===== config.mk =====
export PLATFORM = sky130hd
export DESIGN_NAME = or_32_reg_flat
export DESIGN_NICKNAME = d
export VERILOG_FILES = /design/src/rtl/or_32_reg_if.sv /design/src/rtl/or_32_reg.sv /design/src/flat_wrapper.sv
export SDC_FILE = /design/constraint.sdc
export NUM_CORES = 1
export LEC_CHECK = 0
export CAP_MARGIN = 5
export CORE_ASPECT_RATIO = 1.25
export CORE_MARGIN = 4
export CORE_UTILIZATION = 30
export CTS_BUF_LIST = sky130_fd_sc_hd__clkbuf_8
export DETAILED_ROUTE_END_ITERATION = 8
export DONT_BUFFER_PORTS = 1
export PLACE_DENSITY = 0.44
export RECOVER_POWER = 100
export SETUP_SLACK_MARGIN = 0.4
export SYNTH_ARGS = -nofsm -noshare
export SYNTH_HDL_FRONTEND = slang
export SYNTH_SLANG_ARGS = --single-unit

===== constraint.sdc =====
create_clock -name clock -period 1.2 [get_ports clock]
set_input_delay 0.12 -clock clock [delete_from_list [all_inputs] [get_ports clock]]
set_output_delay 0.12 -clock clock [all_outputs]
set_load 0.05 [all_outputs]

===== src/rtl/or_32_reg_if.sv =====
`default_nettype none
// +--------------------------------------------------------------------------+
// | Module   : or_32_reg_if                                                  |
// | Purpose  : Operand/result bundle for the or_32_reg bitwise-OR unit.      |
// | Signals  : a, b        - operands (WIDTH bits)                           |
// |            in_valid    - a/b carry a valid operation this cycle          |
// |            data_result - combinational a | b                             |
// |            result_q    - registered a | b of the last accepted op        |
// |            out_valid   - one-cycle strobe: result_q is new this cycle    |
// |            zero_q      - registered NOR-reduce of a | b (flags build)    |
// |            ones_q      - registered AND-reduce of a | b (flags build)    |
// | Macro    : OR_32_REG_FLAGS_EN adds zero_q / ones_q.                      |
// | Modports : master (operand producer), slave (the OR unit).               |
// | Revision : 1.0 - initial release                                         |
// +--------------------------------------------------------------------------+
interface or_32_reg_if #(
  parameter int WIDTH = 32
);

  logic [WIDTH-1:0] a;
  logic [WIDTH-1:0] b;
  logic             in_valid;
  logic [WIDTH-1:0] data_result;
  logic [WIDTH-1:0] result_q;
  logic             out_valid;
`ifdef OR_32_REG_FLAGS_EN
  logic             zero_q;
  logic             ones_q;
`endif

`ifdef OR_32_REG_FLAGS_EN
  modport master (
    output a,
    output b,
    output in_valid,
    input  data_result,
    input  result_q,
    input  out_valid,
    input  zero_q,
    input  ones_q
  );

  modport slave (
    input  a,
    input  b,
    input  in_valid,
    output data_result,
    output result_q,
    output out_valid,
    output zero_q,
    output ones_q
  );
`else
  modport master (
    output a,
    output b,
    output in_valid,
    input  data_result,
    input  result_q,
    input  out_valid
  );

  modport slave (
    input  a,
    input  b,
    input  in_valid,
    output data_result,
    output result_q,
    output out_valid
  );
`endif

endinterface
`default_nettype wire


===== src/rtl/or_32_reg.sv =====
`default_nettype none
// +--------------------------------------------------------------------------+
// | Module   : or_32_reg                                                     |
// | Purpose  : WIDTH-bit bitwise OR with a combinational result and a        |
// |            one-cycle registered copy plus valid strobe for pipelines.    |
// | Ports    : clock  - system clock, rising edge                            |
// |            resetn - synchronous reset, active low                        |
// |            bus    - or_32_reg_if.slave (a, b, in_valid, data_result,     |
// |                     result_q, out_valid [, zero_q, ones_q])              |
// | Macro    : OR_32_REG_FLAGS_EN - adds registered zero_q / ones_q flags.   |
// | Revision : 1.0 - initial release                                         |
// +--------------------------------------------------------------------------+
module or_32_reg #(
  parameter int WIDTH = 32
) (
  input  wire logic    clock,
  input  wire logic    resetn,
  or_32_reg_if.slave   bus
);

  logic [WIDTH-1:0] w_or;
  logic [WIDTH-1:0] r_result_q;
  logic             r_out_valid;

  // Zero-latency path; no clock or reset involvement so X/Z follow plain OR.
  assign w_or            = bus.a | bus.b;
  assign bus.data_result = w_or;

  // Result register only loads on accepted ops; out_valid is a pulse, so it
  // clears on any edge without in_valid. Reset dominates in_valid.
  always_ff @(posedge clock) begin
    if (!resetn) begin
      r_result_q  <= '0;
      r_out_valid <= 1'b0;
    end else begin
      r_out_valid <= bus.in_valid;
      if (bus.in_valid) begin
        r_result_q <= w_or;
      end
    end
  end

  assign bus.result_q  = r_result_q;
  assign bus.out_valid = r_out_valid;

`ifdef OR_32_REG_FLAGS_EN
  logic r_zero_q;
  logic r_ones_q;

  // Flags track result_q exactly; reset values describe a zero result.
  always_ff @(posedge clock) begin
    if (!resetn) begin
      r_zero_q <= 1'b1;
      r_ones_q <= 1'b0;
    end else if (bus.in_valid) begin
      r_zero_q <= ~(|w_or);
      r_ones_q <= &w_or;
    end
  end

  assign bus.zero_q = r_zero_q;
  assign bus.ones_q = r_ones_q;
`endif

endmodule
`default_nettype wire


===== src/flat_wrapper.sv =====
// flat-port wrapper written by rule: the top's interface ports become plain ports
module or_32_reg_flat 
#(
  parameter int WIDTH = 32
)
  (clock, resetn, bus_a, bus_b, bus_in_valid, bus_data_result, bus_result_q, bus_out_valid);
  or_32_reg_if #(.WIDTH(WIDTH)) bus_i ();
  input  wire logic clock;
  input  wire logic resetn;
  input wire logic [$bits(bus_i.a)-1:0] bus_a;
  input wire logic [$bits(bus_i.b)-1:0] bus_b;
  input wire logic [$bits(bus_i.in_valid)-1:0] bus_in_valid;
  output wire logic [$bits(bus_i.data_result)-1:0] bus_data_result;
  output wire logic [$bits(bus_i.result_q)-1:0] bus_result_q;
  output wire logic [$bits(bus_i.out_valid)-1:0] bus_out_valid;
  assign bus_i.a = bus_a;
  assign bus_i.b = bus_b;
  assign bus_i.in_valid = bus_in_valid;
  assign bus_data_result = bus_i.data_result;
  assign bus_result_q = bus_i.result_q;
  assign bus_out_valid = bus_i.out_valid;
  or_32_reg #(.WIDTH(WIDTH)) u_core (.clock(clock), .resetn(resetn), .bus(bus_i));
endmodule

=== After elaboration in Yosys (flattened, before gate mapping) ===
Index checks and enable logic that the tools add are counted.

* Register bits: 33
* Input bits: 67
* Output and inout bits: 65
* Logic and storage cells: 3

* Bitwise operators: 1

{| class="wikitable"
|+ Operators with widths
! operator !! number
|-
| 32-bit OR || 1
|}

=== Logic depth before layout (Yosys ltp) ===
* Word-level depth: 1
* Gate-level depth with buffers: 4
* Depth with buffers taken out: 2

=== Least setup slack after synthesis ===
Ideal clock, no wire load.

* Kind: reg-to-reg
* Start: register, netlist name u_core.bus.result_q[30]
* End: register u_core.r_result_q[30], in the netlist u_core.bus.result_q[30]
* Setup time: 70 ps
* Arrival: 868 ps
* Required time: 1130 ps
* Path slack: 262 ps
* Stages on the path, launching flop included: 3
* Buffers on the path: 0
* Period minus slack after synthesis: 938 ps
* Cell sequence: dfxtp_1 -> o21ai_0 -> a21oi_1

{| class="wikitable"
|+ RTL lines
! item !! RTL line !! source
|-
| end signal: assignment || or_32_reg.sv:38 || <nowiki>r_result_q <= w_or;</nowiki>
|-
| end: declaration || or_32_reg.sv:22 || <nowiki>logic [WIDTH-1:0] r_result_q;</nowiki>
|}

=== Worst setup path after layout ===
* Start: register u_core.r_result_q[16], in the netlist u_core.bus.result_q[16]
* End: output port bus_result_q[16]

{| class="wikitable"
|+ RTL lines
! item !! RTL line !! source
|-
| end: declaration || flat_wrapper.sv:14 || <nowiki>output wire logic [$bits(bus_i.result_q)-1:0] bus_result_q;</nowiki>
|}

No word-level cell between the ends.

==> impl_metrics.py <==
metrics = {
    "sta": {
        "timing.final.max_slew_violations": 0,
        "setup-violations-final": 0,
        "grt_setup_unrepaired": "true",
        "fin_worst_hold_slack_ps": -77.3,
        "worstMarginPinSlew_ps": 518,
        "post-route-min-period_ps": 1040,
        "fin_crit_sh_pct": 86.3,
        "tns_ps": 0,
        "skew_ps": 0,
        "relative_max_transition_margin_pct": 65.4,
        "max_clock_freq_ghz": 0.966,
        "hold_violations": 32,
    },
    "finish": {
        "design.final.nets": 243,
        "core_occupancy_in_the_finished_layout_pct": 36.8,
        "syn2layout_area_growth_pct": 17.5,
        "number_of_standard_cells_in_the_layout_taps_in_and_fillers_out": 232,
        "stdcell_area_um2": 1520,
        "final_layout_size_suffix_gt1_share_pct": 18.2,
        "num_antenna_cells": 0,
    },
    "clocking": {
        "cts_root_buf": "clkbuf_8",
        "clkLatencyLatePin_ps": 270,
        "ctsLongestPathBuffers": 2,
        "post-cts-setup-buffers": 0,
        "post_cts_hold_buffer_count": 1,
        "tritoncts.num_buffers": 5,
        "h-tree-depth": 2,
        "clock_sinks": 33,
        "tritoncts_clock_tree": "built",
        "cts.reportedPaths.clkPinSlew_ps": 60,
    },
    "global_routing": {
        "first_global_vias": 1076,
        "grt_use_total_pct": 11.2,
        "total_congestion_overflow_after_global_routing": 0,
        "antenna_found_initial": 0,
        "largest_net_degree_at_the_start_of_global_routing": 66,
        "grt_pass1_wl_mm": 4.60,
    },
    "placed_design": {
        "place.detailed.hpwl_mm": 2.33,
        "placed_cells": 224,
        "io_buffers": 0,
        "finalWeightedCongestion": 0.655,
        "place_area_um2": 1380,
    },
    "yosys": {
        "ys_types": 10,
        "syn_avg_cell_area_um2": 7.51,
        "synthesis.yosys.warnings": 0,
        "ys_ff_latch": 33,
        "synthesis.area_um2": 1290,
        "post_syn_instances": 172,
        "synth_sequential_area_ratio_pct": 51.1,
        "syn_nets": 239,
    },
    "drt": {
        "drc": 0,
        "detailedRoute.firstPassIterationCount": 3,
        "detail_route.wirelength_mm": 3.20,
        "via_per_inst": 4.82,
        "antenna_left": 0,
        "detailroute.via_count": 1118,
        "drt_iter0_drc": 16,
        "detail_route.wl_per_cell_um": 13.8,
    },
    "status": {
        "status": "finished with violations",
        "failed_checks": "negative hold slack",
    },
    "floorplan": {
        "floorplan.initialDensity_pct": 31.3,
        "design.core.area_um2": 4130,
        "top_level_ports": 132,
        "die_w_um": 66.7,
        "die_area_um2": 5430,
        "std_cell_rows": 26,
        "die_height_um": 81.4,
    },
    "critical_path": {
        "worst_setup_path_end_kind": "primary output",
        "critical_path_peak_fanout": 2,
        "worst_setup_path_class": "reg -> out",
        "crit_arrival_ps": 920,
        "cp-start-kind": "flop",
        "required_ps": 1080,
    },
    "power_and_ir_drop": {
        "p_leak_nw": 0.622,
        "powerDensity_nw_per_um2": 1770,
        "power.ir.vdd_worst_v": 0.000573,
        "fin_total_pwr_w": 0.00269,
    },
    "min_path": {
        "min-delay-path-class": "in -> reg",
    },
    "run": {
        "max_cap_violations": 0,
    },
}
==> power by group <==
group,switching (W),internal [W],total [W]
combinational,0.000341,0.0000825,0.000423
clock,0.000354,0.000446,0.000800
sequential,0.000291,0.00118,0.00147
==> cell type report <==
class / instances / area (um2)
clock buffer: 6 / 82.6
clock inverter: 1 / 3.75
fill: 451 / 2610
inverter: 32 / 120
multi-input combinational: 97 / 447
sequential: 33 / 736
tap: 56 / 70.1
timing repair buffer: 7 / 60.1
==> synth_stat cells, drive strengths merged <==
cell type / number / share of area, %
a21oi: 32 / 12
and2: 1 / 0.48
o21ai: 32 / 12
dfxtp: 33 / 51
nor2: 32 / 9.3
inv: 32 / 9.3
buf: 10 / 5.0
==> cell usage in the layout (no fill, tap or decap) <==
cell,n
o21ai_1,13
dlygate4sd3_1,1
buf_8,2
clkbuf_2,4
and2_1,1
dfxtp_1,13
dfxtp_4,20
inv_1,33
o21ai_0,19
a21oi_1,32
clkbuf_8,6
nor2_1,32
==> through the flow <==
step	hold WS [ps]	setup WS [ps]
after CTS	-92.1	302
after global routing	-103	138
after floorplan	251	435
after global placement	207	427
after detailed placement	212	397
final	-77.3	164
==> path summary, 6_finish.rpt <==
kind	startpoint	end	slack (ps)	cells past startpoint
setup / recovery	u_core.bus.result_q[16]	bus_result_q[16]	160	0
hold reg to reg	u_core.bus.result_q[2]	u_core.bus.result_q[2]	520	2
hold / removal	bus_in_valid	u_core.bus.result_q[5]	-80	1
setup reg to reg	u_core.bus.result_q[24]	u_core.bus.result_q[24]	230	2
==> routing by layer <==
metal  GRT usage [%]  wire length (um)  part of all wire (%)  up-vias
met5               0                 0                     0        -
met4            5.49                46                   1.4        0
met3            4.56               415                    13        4
met2            20.5              1590                    50       90
met1            10.4              1150                    36      468
li1                -                 -                     -      556
==> timing repair <==
action	in CTS	in global routing
resized for setup	38	7
setup endpoints to repair	38	38
hold endpoints to repair	33	32
==> kinds of logic (layout without fill, tap and decap cells) <==
logic type      after synthesis  count (layout)  synth area share, %
compound gates               64              64                 24.8
buf+inv                      42              46                 14.3
flops                        33              33                 51.1
simple gates                 33              33                 9.78
==> state kept, by name (all words and copies together) (netlist names) <==
register / count
u_core.bus.result_q: 32
u_core.bus.out_valid: 1
(Power assumes the default switching activity.)
